--- src/rtl/labelled_array_pkg.sv ---
// Shared label type, lattice helpers and scrub state encoding for the labelled array.
package labelled_array_pkg;

    localparam int unsigned LBL_W = 2;

    typedef logic [LBL_W-1:0] label_t;

    typedef enum logic {
        IDLE,
        SCRUB
    } scrub_state_e;

    function automatic label_t label_join(input label_t a, input label_t b);
        return (a > b) ? a : b;
    endfunction

    function automatic logic label_leq(input label_t a, input label_t b);
        return a <= b;
    endfunction

endpackage

--- src/rtl/labelled_array_ctrl_if.sv ---
// Write and read channels of the labelled array; slave is the array side.
interface labelled_array_ctrl_if #(
    parameter int unsigned DATA_W  = 16,
    parameter int unsigned IDX_W   = 2,
    parameter int unsigned LABEL_W = 2
);
    logic               wr_valid;
    logic               wr_ready;
    logic [IDX_W-1:0]   wr_idx;
    logic [DATA_W-1:0]  wr_data;
    logic [DATA_W-1:0]  wr_mask;
    logic [LABEL_W-1:0] wr_lbl_data;
    logic [LABEL_W-1:0] wr_lbl_idx;
    logic [LABEL_W-1:0] wr_lbl_ctx;
    logic               wr_err;

    logic               rd_valid;
    logic [IDX_W-1:0]   rd_idx;
    logic [LABEL_W-1:0] rd_lbl_idx;
    logic [LABEL_W-1:0] rd_clr;
    logic               rd_resp_valid;
    logic [DATA_W-1:0]  rd_data;
    logic [LABEL_W-1:0] rd_lbl;
    logic               rd_denied;

    modport slave (
        input  wr_valid, wr_idx, wr_data, wr_mask, wr_lbl_data, wr_lbl_idx, wr_lbl_ctx,
        input  rd_valid, rd_idx, rd_lbl_idx, rd_clr,
        output wr_ready, wr_err, rd_resp_valid, rd_data, rd_lbl, rd_denied
    );

    modport master (
        output wr_valid, wr_idx, wr_data, wr_mask, wr_lbl_data, wr_lbl_idx, wr_lbl_ctx,
        output rd_valid, rd_idx, rd_lbl_idx, rd_clr,
        input  wr_ready, wr_err, rd_resp_valid, rd_data, rd_lbl, rd_denied
    );

endinterface

--- src/rtl/labelled_array_scrub.sv ---
// Sequential scrub engine: walks every index once, asserting a clear strobe per entry.
module labelled_array_scrub
    import labelled_array_pkg::*;
#(
    parameter int unsigned DEPTH = 4,
    parameter int unsigned IDX_W = $clog2(DEPTH)
) (
    input  logic             clk,
    input  logic             reset,
    input  logic             scrub_req,
    output logic             scrub_busy,
    output logic             clr_en,
    output logic [IDX_W-1:0] clr_idx
);

    scrub_state_e     state_q;
    logic [IDX_W-1:0] ptr_q;
    logic             busy_q;

    always_ff @(posedge clk or negedge reset) begin
        if (!reset) begin
            state_q <= IDLE;
            ptr_q   <= '0;
            busy_q  <= 1'b0;
        end else begin
            case (state_q)
                IDLE: begin
                    if (scrub_req) begin
                        state_q <= SCRUB;
                        ptr_q   <= '0;
                        busy_q  <= 1'b1;
                    end
                end
                SCRUB: begin
                    // Busy spans exactly DEPTH cycles: leave on the cycle that clears the last entry.
                    if (32'(ptr_q) == DEPTH - 1) begin
                        state_q <= IDLE;
                        ptr_q   <= '0;
                        busy_q  <= 1'b0;
                    end else begin
                        ptr_q <= ptr_q + 1'b1;
                    end
                end
                default: begin
                    state_q <= IDLE;
                    busy_q  <= 1'b0;
                end
            endcase
        end
    end

    assign scrub_busy = busy_q;
    assign clr_en     = busy_q;
    assign clr_idx    = ptr_q;

endmodule

--- src/rtl/labelled_array_ctrl.sv ---
// Label-tracked register array: ceiling-checked masked writes, clearance-checked
// registered reads, saturating violation counter and a sequential scrub.
module labelled_array_ctrl
    import labelled_array_pkg::*;
#(
    parameter int unsigned DATA_W     = 16,
    parameter int unsigned DEPTH      = 4,
    parameter int unsigned IDX_W      = $clog2(DEPTH),
    parameter int unsigned LABEL_W    = LBL_W,
    parameter int unsigned ARRAY_CEIL = 0,
    parameter int unsigned CNT_W      = 8
) (
    input  logic                  clk,
    input  logic                  reset,
    labelled_array_ctrl_if.slave  bus,
    input  logic                  scrub_req,
    output logic                  scrub_busy,
    output logic [CNT_W-1:0]      viol_count
);

    logic [DATA_W-1:0] mem_q [DEPTH];
    label_t            tag_q [DEPTH];

    logic              wr_err_q;
    logic              rd_resp_valid_q;
    logic [DATA_W-1:0] rd_data_q;
    label_t            rd_lbl_q;
    logic              rd_denied_q;
    logic [CNT_W-1:0]  viol_q;

    logic              clr_en;
    logic [IDX_W-1:0]  clr_idx;

    labelled_array_scrub #(
        .DEPTH (DEPTH),
        .IDX_W (IDX_W)
    ) u_scrub (
        .clk        (clk),
        .reset      (reset),
        .scrub_req  (scrub_req),
        .scrub_busy (scrub_busy),
        .clr_en     (clr_en),
        .clr_idx    (clr_idx)
    );

    logic              wr_fire;
    logic              wr_idx_ok;
    label_t            wr_join;
    logic              wr_reject;
    logic              wr_commit;
    logic [DATA_W-1:0] wr_data_d;
    label_t            wr_tag_d;

    assign bus.wr_ready = ~scrub_busy;
    assign wr_fire      = bus.wr_valid & bus.wr_ready;
    assign wr_idx_ok    = 32'(bus.wr_idx) < DEPTH;
    assign wr_join      = label_join(label_join(bus.wr_lbl_data, bus.wr_lbl_idx), bus.wr_lbl_ctx);
    assign wr_reject    = wr_fire & (~wr_idx_ok | ~label_leq(wr_join, label_t'(ARRAY_CEIL)));
    assign wr_commit    = wr_fire & ~wr_reject & (|bus.wr_mask);

    always_comb begin
        wr_data_d = '0;
        wr_tag_d  = '0;
        if (wr_idx_ok) begin
            wr_data_d = (mem_q[bus.wr_idx] & ~bus.wr_mask) | (bus.wr_data & bus.wr_mask);
            // A partial write leaves old bits behind, so the old tag must still cover them.
            wr_tag_d  = (&bus.wr_mask) ? wr_join : label_join(tag_q[bus.wr_idx], wr_join);
        end
    end

    always_ff @(posedge clk or negedge reset) begin
        if (!reset) begin
            for (int unsigned i = 0; i < DEPTH; i++) begin
                mem_q[i] <= '0;
                tag_q[i] <= '0;
            end
        end else if (clr_en) begin
            mem_q[clr_idx] <= '0;
            tag_q[clr_idx] <= '0;
        end else if (wr_commit) begin
            mem_q[bus.wr_idx] <= wr_data_d;
            tag_q[bus.wr_idx] <= wr_tag_d;
        end
    end

    always_ff @(posedge clk or negedge reset) begin
        if (!reset) begin
            wr_err_q <= 1'b0;
            viol_q   <= '0;
        end else begin
            wr_err_q <= wr_reject;
            if (wr_reject && (viol_q != '1)) begin
                viol_q <= viol_q + 1'b1;
            end
        end
    end

    logic   rd_idx_ok;
    label_t rd_eff;
    logic   rd_deny;

    assign rd_idx_ok = 32'(bus.rd_idx) < DEPTH;
    assign rd_eff    = label_join(rd_idx_ok ? tag_q[bus.rd_idx] : '0, bus.rd_lbl_idx);
    assign rd_deny   = ~rd_idx_ok | ~label_leq(rd_eff, bus.rd_clr);

    always_ff @(posedge clk or negedge reset) begin
        if (!reset) begin
            rd_resp_valid_q <= 1'b0;
            rd_data_q       <= '0;
            rd_lbl_q        <= '0;
            rd_denied_q     <= 1'b0;
        end else begin
            rd_resp_valid_q <= bus.rd_valid;
            if (bus.rd_valid) begin
                rd_denied_q <= rd_deny;
                rd_data_q   <= rd_deny ? '0 : mem_q[bus.rd_idx];
                rd_lbl_q    <= rd_deny ? '0 : rd_eff;
            end
        end
    end

    assign bus.wr_err        = wr_err_q;
    assign bus.rd_resp_valid = rd_resp_valid_q;
    assign bus.rd_data       = rd_data_q;
    assign bus.rd_lbl        = rd_lbl_q;
    assign bus.rd_denied     = rd_denied_q;
    assign viol_count        = viol_q;

endmodule

--- src/flat_wrapper.sv ---
// flat-port wrapper written by rule: the top's interface ports become plain ports
module labelled_array_ctrl_flat import labelled_array_pkg::*;
#(
    parameter int unsigned DATA_W     = 16,
    parameter int unsigned DEPTH      = 4,
    parameter int unsigned IDX_W      = $clog2(DEPTH),
    parameter int unsigned LABEL_W    = LBL_W,
    parameter int unsigned ARRAY_CEIL = 0,
    parameter int unsigned CNT_W      = 8
)
  (clk, reset, scrub_req, scrub_busy, viol_count, bus_wr_valid, bus_wr_idx, bus_wr_data, bus_wr_mask, bus_wr_lbl_data, bus_wr_lbl_idx, bus_wr_lbl_ctx, bus_rd_valid, bus_rd_idx, bus_rd_lbl_idx, bus_rd_clr, bus_wr_ready, bus_wr_err, bus_rd_resp_valid, bus_rd_data, bus_rd_lbl, bus_rd_denied);
  labelled_array_ctrl_if #(.DATA_W(DATA_W), .IDX_W(IDX_W), .LABEL_W(LABEL_W)) bus_i ();
  input  logic clk;
  input  logic reset;
  input  logic scrub_req;
  output logic scrub_busy;
  output logic [CNT_W-1:0] viol_count;
  input wire logic [$bits(bus_i.wr_valid)-1:0] bus_wr_valid;
  input wire logic [$bits(bus_i.wr_idx)-1:0] bus_wr_idx;
  input wire logic [$bits(bus_i.wr_data)-1:0] bus_wr_data;
  input wire logic [$bits(bus_i.wr_mask)-1:0] bus_wr_mask;
  input wire logic [$bits(bus_i.wr_lbl_data)-1:0] bus_wr_lbl_data;
  input wire logic [$bits(bus_i.wr_lbl_idx)-1:0] bus_wr_lbl_idx;
  input wire logic [$bits(bus_i.wr_lbl_ctx)-1:0] bus_wr_lbl_ctx;
  input wire logic [$bits(bus_i.rd_valid)-1:0] bus_rd_valid;
  input wire logic [$bits(bus_i.rd_idx)-1:0] bus_rd_idx;
  input wire logic [$bits(bus_i.rd_lbl_idx)-1:0] bus_rd_lbl_idx;
  input wire logic [$bits(bus_i.rd_clr)-1:0] bus_rd_clr;
  output wire logic [$bits(bus_i.wr_ready)-1:0] bus_wr_ready;
  output wire logic [$bits(bus_i.wr_err)-1:0] bus_wr_err;
  output wire logic [$bits(bus_i.rd_resp_valid)-1:0] bus_rd_resp_valid;
  output wire logic [$bits(bus_i.rd_data)-1:0] bus_rd_data;
  output wire logic [$bits(bus_i.rd_lbl)-1:0] bus_rd_lbl;
  output wire logic [$bits(bus_i.rd_denied)-1:0] bus_rd_denied;
  assign bus_i.wr_valid = bus_wr_valid;
  assign bus_i.wr_idx = bus_wr_idx;
  assign bus_i.wr_data = bus_wr_data;
  assign bus_i.wr_mask = bus_wr_mask;
  assign bus_i.wr_lbl_data = bus_wr_lbl_data;
  assign bus_i.wr_lbl_idx = bus_wr_lbl_idx;
  assign bus_i.wr_lbl_ctx = bus_wr_lbl_ctx;
  assign bus_i.rd_valid = bus_rd_valid;
  assign bus_i.rd_idx = bus_rd_idx;
  assign bus_i.rd_lbl_idx = bus_rd_lbl_idx;
  assign bus_i.rd_clr = bus_rd_clr;
  assign bus_wr_ready = bus_i.wr_ready;
  assign bus_wr_err = bus_i.wr_err;
  assign bus_rd_resp_valid = bus_i.rd_resp_valid;
  assign bus_rd_data = bus_i.rd_data;
  assign bus_rd_lbl = bus_i.rd_lbl;
  assign bus_rd_denied = bus_i.rd_denied;
  labelled_array_ctrl #(.DATA_W(DATA_W), .DEPTH(DEPTH), .IDX_W(IDX_W), .LABEL_W(LABEL_W), .ARRAY_CEIL(ARRAY_CEIL), .CNT_W(CNT_W)) u_core (.clk(clk), .reset(reset), .bus(bus_i), .scrub_req(scrub_req), .scrub_busy(scrub_busy), .viol_count(viol_count));
endmodule
--- config.mk ---
export PLATFORM = sky130hd
export DESIGN_NAME = labelled_array_ctrl_flat
export DESIGN_NICKNAME = d
export VERILOG_FILES = /design/src/rtl/labelled_array_pkg.sv /design/src/rtl/labelled_array_ctrl_if.sv /design/src/rtl/labelled_array_scrub.sv /design/src/rtl/labelled_array_ctrl.sv /design/src/flat_wrapper.sv
export SDC_FILE = /design/constraint.sdc
export NUM_CORES = 1
export LEC_CHECK = 0
export CAP_MARGIN = 20
export CORE_MARGIN = 2
export CORE_UTILIZATION = 35
export DETAILED_ROUTE_END_ITERATION = 8
export GPL_TIMING_DRIVEN = 0
export PLACE_DENSITY = 0.66
export SLEW_MARGIN = 40
export SYNTH_ARGS = -nofsm -noshare
export SYNTH_HDL_FRONTEND = slang
export SYNTH_SLANG_ARGS = --single-unit
--- constraint.sdc ---
create_clock -name clk -period 3.42 [get_ports clk]
set_clock_uncertainty 0.15 [all_clocks]
set_input_delay 0.684 -clock clk [delete_from_list [all_inputs] [get_ports clk]]
set_output_delay 0.684 -clock clk [all_outputs]
set_load 0.1 [all_outputs]
==> impl_metrics.json, run 1 <==
{
  "outcome": "complete, no violations",
  "power.leakage_nw": 3.01,
  "ys_seq_elements": 105,
  "port_buffers": 79,
  "drt-total-wl_microns": 15900,
  "holdBufCountCts": 0,
  "setup_viol": 0,
  "r2r_slack_ns": 0.48,
  "cp.arrival_ns": 3.38,
  "place_inst": 802,
  "hold_viol_final": 0,
  "grt.total_usage_pct": 18.6,
  "async_flop_share_pct": 100,
  "hpwl_microns": 11400,
  "fmax_mhz": 307,
  "ctsHtreeMaxLevel": 3,
  "reg2reg_from": "u_core.tag_q[0]",
  "seq_area_frac_synth_pct": 46.0,
  "antenna_cells": 0,
  "synth.distinct_cells": 45,
  "fin_util_pct": 43.8,
  "syn_area_sq_mm": 0.00572,
  "drive_above_1_share_pct": 20.6,
  "seqCellArea_sq_mm": 0.00263,
  "drc": 0,
  "gr-total-overflow": 0,
  "vias_per_cell": 5.65,
  "grt_pass1_wl_microns": 25200,
  "endpoint_kind": "flop",
  "cap_violations": 0,
  "drv_slew": 0,
  "fillers": 1483,
  "ys.flop_type": "dfrtp_1",
  "ant_nets": 0,
  "vdd_drop_max_v": 0.000453,
  "final_net_count": 666,
  "synth_edf_count": 0,
  "area.growth.synth_to_final_pct": 22.0,
  "antenna_found_initial": 0,
  "worstMarginPinSlew_ns": 0.668,
  "cts.sinks": 105,
  "path_clk_slew_ns": 0.07,
  "period_share_pct": 95.4,
  "hold_path.class": "primary input to asynchronous set/reset pin",
  "grt_max_degree": 77,
  "dieHeight_microns": 132,
  "synth_area_per_cell_sq_um": 11.3,
  "wl_met1_microns": 6620,
  "multiInputGateArea_sq_mm": 0.00276,
  "crit_path_start": "bus_rd_idx[0]",
  "dr_wl_met2_microns": 7690,
  "post_drt_wl_per_cell_microns": 19.5,
  "synth_cells": 506,
  "worstSetupPathType": "primary input to flop",
  "rows": 46,
  "clockRootBuffer": "clkbuf_16",
  "first_pass_iters": 5,
  "powerDensity_mw_per_mm2": 522,
  "routed.top_layer": "met4",
  "drt_iter0_drc": 475,
  "die-area_sq_mm": 0.0174,
  "min_period_ns": 3.26,
  "wl_met3_microns": 1270,
  "start_util_pct": 35.9,
  "synth_fp_nets": 575,
  "clk_latency_ns": 0.36,
  "cts_tree": "yes",
  "relSlewSlack_pct": 55.5,
  "route.vias.total": 4625,
  "core-area_sq_mm": 0.0159,
  "first_global_vias": 4747,
  "cts_buffer_depth": 2,
  "crit_required_ns": 3.54,
  "rsz0062_at_grt": "no",
  "layout.cells.non_filler": 818,
  "dieWidth_microns": 132,
  "pin_count": 82,
  "numCtsBuffers": 9,
  "ys_warn_count": 0,
  "path_max_fanout": 10,
  "globalplace.congestion": 0.916,
  "start_kind": "primary input"
}
[synthesized netlist by cell type (6+ instances only)]
cell type,n,area share (%)
buf_4,7,0.92
o21ai_1,20,1.8
dfrtp_1,105,46
nand3_1,90,7.9
buf_2,7,0.61
mux2i_1,16,2.8
ha_1,18,3.9
xor2_1,6,0.92
clkbuf_1,11,0.72
mux4_2,36,14
o21ai_0,73,6.4
inv_1,39,2.6
nor2_1,6,0.39
nand2_1,12,0.79
nand4_1,7,0.77
[per-layer routing]
metal / vias up / GRT usage (%)
met5: - / 0
met4: 0 / 7.43
met3: 21 / 4.23
met2: 232 / 30.0
met1: 2324 / 24.4
li1: 2048 / -
[through the flow]
stage | hold WS (ns) | setup slack, ns | power, W | setup TNS (ns) | area, sq um
2_1_floorplan | 0.238 | 0.101 | 0.00229 | 0 | 5730
3_3_place_gp | 0.326 | -2.36 | 0.00266 | -252.43 | 6790
3_5_place_dp | 0.326 | -0.591 | 0.00264 | -8.61 | 6670
4_1_cts | 0.0397 | 0.0408 | 0.00364 | 0 | 6970
5_1_grt | 0.0472 | 0.0410 | 0.00378 | 0 | 6980
6_report | 0.0263 | 0.158 | 0.00364 | 0 | 6980
[cell families after synthesis]
logic type,share of synthesized area (%)
flops,46.0
simple gates,13.6
compound gates,12.2
mux,17.4
fa+ha+maj,3.94
buf+inv,5.86
xor+xnor,1.07
[final cells by class]
class	instances	share of cell area, %
buffer	32	3.07
clock buffer	12	3.68
clock inverter	4	0.484
inverter	39	2.10
multi-input combinational	330	39.6
sequential	105	37.7
tap	216	3.87
timing repair buffer	80	9.58
[what timing repair did]
| item | CTS | global route |
|---|---|---|
| buffers inserted | 0 | 0 |
| pin swaps | 0 | 0 |
| resized for setup | 2 | 5 |
| setup endpoints to repair | 12 | 10 |
[power by group]
part           internal [W]  leakage (nW)  switching (W)
clock              0.000542         0.145       0.000480
sequential          0.00133          1.43      0.0000954
combinational      0.000274          1.43       0.000913
total               0.00215          3.01        0.00149
[cells in the final DEF, fill, tap and decap left out, types with 2 or more instances in the layout]
master / n
ha_1: 18
a21oi_1: 4
buf_4: 8
clkdlybuf4s50_1: 47
clkbuf_16: 9
nor2_1: 6
nand2b_1: 3
buf_8: 2
nand2_1: 12
nor4_1: 4
o21ai_1: 19
inv_1: 39
clkbuf_1: 9
o22ai_1: 3
nand3_1: 90
clkbuf_2: 4
xor2_1: 6
buf_2: 36
mux4_2: 36
o2111ai_4: 4
nor3_1: 4
nand4_1: 7
buf_6: 5
o21ai_0: 73
clkbuf_8: 2
nor2b_1: 2
mux2i_1: 16
dfrtp_1: 105
or3_1: 2
[state kept, by name, summed over array words and instances, names as in the netlist, 2 cells and up]
name                    count
u_core.mem_q               64
u_core.bus.rd_data         16
u_core.tag_q                8
u_core.viol_count           8
u_core.bus.rd_lbl           2
u_core.u_scrub.clr_idx      2
[worst paths after layout]
check | end | cells after the start
worst max-delay path | u_core.bus.rd_data[9] | 14
worst min-delay path | u_core.viol_count[7] | 1
worst max register to register | u_core.bus.rd_data[9] | 12
worst min register to register | u_core.bus.rd_denied | 1
max in group asynchronous | u_core.tag_q[6] | 2
min in group clk | u_core.bus.rd_denied | 1
[critical path: stages]
cell and delay [ns]:
buf_4 0.22, buf_8 0.21, mux4_2 0.54, ha_1 0.25
nor2_1 0.15, a21oi_1 0.07, o221ai_1 0.18, o21ai_1 0.12
ha_1 0.29, nand2_1 0.06, o21ai_2 0.17, buf_6 0.20
nand3_1 0.10, o21ai_0 0.13
Note: power is estimated with default switching activity, not from simulation.
==> run 2, diff against run 1 <==
--- a/config.mk
+++ b/config.mk
@@ -10,8 +10,10 @@
 export CORE_UTILIZATION = 35
 export DETAILED_ROUTE_END_ITERATION = 8
 export GPL_TIMING_DRIVEN = 0
+export HOLD_SLACK_MARGIN = 0.02
 export PLACE_DENSITY = 0.66
 export SLEW_MARGIN = 40
 export SYNTH_ARGS = -nofsm -noshare
 export SYNTH_HDL_FRONTEND = slang
 export SYNTH_SLANG_ARGS = --single-unit
+export TNS_END_PERCENT = 10
==> results of run 2 <==
No change in the layout: final DEF, timing and power equal those of run 1.
==> run 3, diff against run 2 <==
--- a/config.mk
+++ b/config.mk
@@ -6,12 +6,11 @@
 export NUM_CORES = 1
 export LEC_CHECK = 0
 export CAP_MARGIN = 20
-export CORE_MARGIN = 2
-export CORE_UTILIZATION = 35
+export CORE_UTILIZATION = 46
 export DETAILED_ROUTE_END_ITERATION = 8
 export GPL_TIMING_DRIVEN = 0
 export HOLD_SLACK_MARGIN = 0.02
-export PLACE_DENSITY = 0.66
+export PLACE_DENSITY = 0.8
 export SLEW_MARGIN = 40
 export SYNTH_ARGS = -nofsm -noshare
 export SYNTH_HDL_FRONTEND = slang
==> impl_metrics.json, run 3 (synthesized netlist as in run 1, its figures left out) <==
{
  "reg2reg_from": "u_core.tag_q[6]",
  "crit_required_ns": 3.55,
  "final_net_count": 666,
  "ctsHtreeMaxLevel": 3,
  "antenna_cells": 0,
  "vdd_drop_max_v": 0.000252,
  "power.leakage_nw": 2.99,
  "relSlewSlack_pct": 56.0,
  "worstRegToRegCells": 12,
  "clockRootBuffer": "clkbuf_16",
  "port_buffers": 79,
  "largest_reg_flops": 64,
  "endpoint_kind": "flop",
  "powerDensity_mw_per_mm2": 526,
  "numCtsBuffers": 9,
  "drc": 0,
  "outcome": "complete, no violations",
  "cts_tree": "yes",
  "first_pass_iters": 5,
  "hpwl_microns": 10800,
  "grt.total_usage_pct": 25.3,
  "cap_violations": 0,
  "start_util_pct": 47.4,
  "hold_viol_final": 0,
  "area.growth.synth_to_final_pct": 20.9,
  "route.vias.total": 4726,
  "cts_setup_buffers": 0,
  "dieWidth_microns": 113,
  "crit_path_start": "bus_rd_idx[1]",
  "path_clk_slew_ns": 0.08,
  "dieHeight_microns": 113,
  "path_max_fanout": 10,
  "core-area_sq_mm": 0.0121,
  "post_drt_wl_per_cell_microns": 20.0,
  "start_kind": "primary input",
  "layout_common_cells": "105 x dfrtp_1, 90 x nand3_1, 73 x o21ai_0",
  "top_register": "u_core.mem_q",
  "whs_ns": 0.0425,
  "worstMarginPinSlew_ns": 0.654,
  "rsz0062_at_grt": "no",
  "clk_latency_ns": 0.36,
  "grt_max_degree": 67,
  "fmax_mhz": 308,
  "final_common_cell": "dfrtp_1",
  "drt_iter0_drc": 563,
  "globalplace.congestion": 0.870,
  "rows": 40,
  "drv_slew": 0,
  "grt_pass1_wl_microns": 24700,
  "worstSetupPathType": "primary input to flop",
  "fin_area_sq_mm": 0.00691,
  "ant_nets": 0,
  "place_area_sq_mm": 0.00661,
  "period_share_pct": 95.0,
  "first_global_vias": 4913,
  "setup_viol": 0,
  "cp.arrival_ns": 3.38,
  "r2r_slack_ns": 0.54,
  "drive_above_1_share_pct": 20.8,
  "hold_path.class": "primary input to asynchronous set/reset pin",
  "drt-total-wl_microns": 15400,
  "die-area_sq_mm": 0.0129,
  "antenna_found_initial": 0,
  "pin_count": 82,
  "r2r-end": "u_core.bus.rd_data[13]",
  "gr-total-overflow": 0,
  "min_period_ns": 3.25,
  "cts.sinks": 105,
  "vias_per_cell": 6.14,
  "cts_buffer_depth": 2
}
## run 3: worst max-delay path by stage
| stage | endpoint |
|---|---|
| 6_report | u_core.bus.rd_data[6] |
| 5_1_grt | u_core.bus.rd_data[6] |
| 4_1_cts | u_core.bus.rd_data[6] |
| 3_5_place_dp | u_core.bus.rd_data[6] |
| 3_3_place_gp | u_core.u_scrub.state_q |
| 2_1_floorplan | u_core.bus.rd_data[15] |
## run 3: repair_timing
| action | in CTS | in global routing |
|---|---|---|
| endpoints found under the setup margin | 10 | 10 |
| hold buffers | 0 | 0 |
| pin swaps | 0 | 0 |
| endpoints found under the hold margin | 0 | 0 |
| resized for setup | 1 | 2 |
## run 3: final cells by class
cell class / instances / area, sq um
Buffer: 32 / 204
Clock buffer: 10 / 239
Clock inverter: 6 / 48.8
Fill cell: 983 / 5150
Inverter: 39 / 146
Multi-Input combinational cell: 330 / 2770
Sequential cell: 105 / 2630
Tap cell: 168 / 210
Timing Repair Buffer: 80 / 668
## run 3: metrics by stage
step	setup slack [ns]	cells	util (%)	total power (W)	setup TNS (ns)
after floorplan	0.101	506	-	0.00229	0
after global placement	-2.27	753	55.8	0.00265	-242.72
after detailed placement	-0.435	754	54.8	0.00262	-6.23
after CTS	0.0393	770	57.2	0.00362	0
after global routing	0.00350	770	57.3	0.00376	0
final	0.171	770	57.3	0.00363	0
## run 3: critical path: stages
cell and delay [ns]:
clkbuf_2 0.25, clkbuf_2 0.38, mux4_2 0.39, ha_1 0.24, nor2_1 0.12, a21oi_1 0.05
o221ai_1 0.16, o21ai_1 0.13, ha_1 0.29, nand2_1 0.09, o21ai_4 0.12, clkbuf_4 0.25
nand3_1 0.10, o21ai_0 0.11
## run 3: routing by layer
metal  vias up  track usage [%]  wire length, microns
met1      2321             31.1                  5690
li1       2048                -                     -
met5         -                0                     0
met2       300             41.7                  7610
met3        57             5.31                  1480
met4         0             14.3                   624
## run 3: power breakdown
group	internal, W	switching (W)
Combinational	0.000277	0.000908
Sequential	0.00133	0.0000945
Clock	0.000522	0.000497
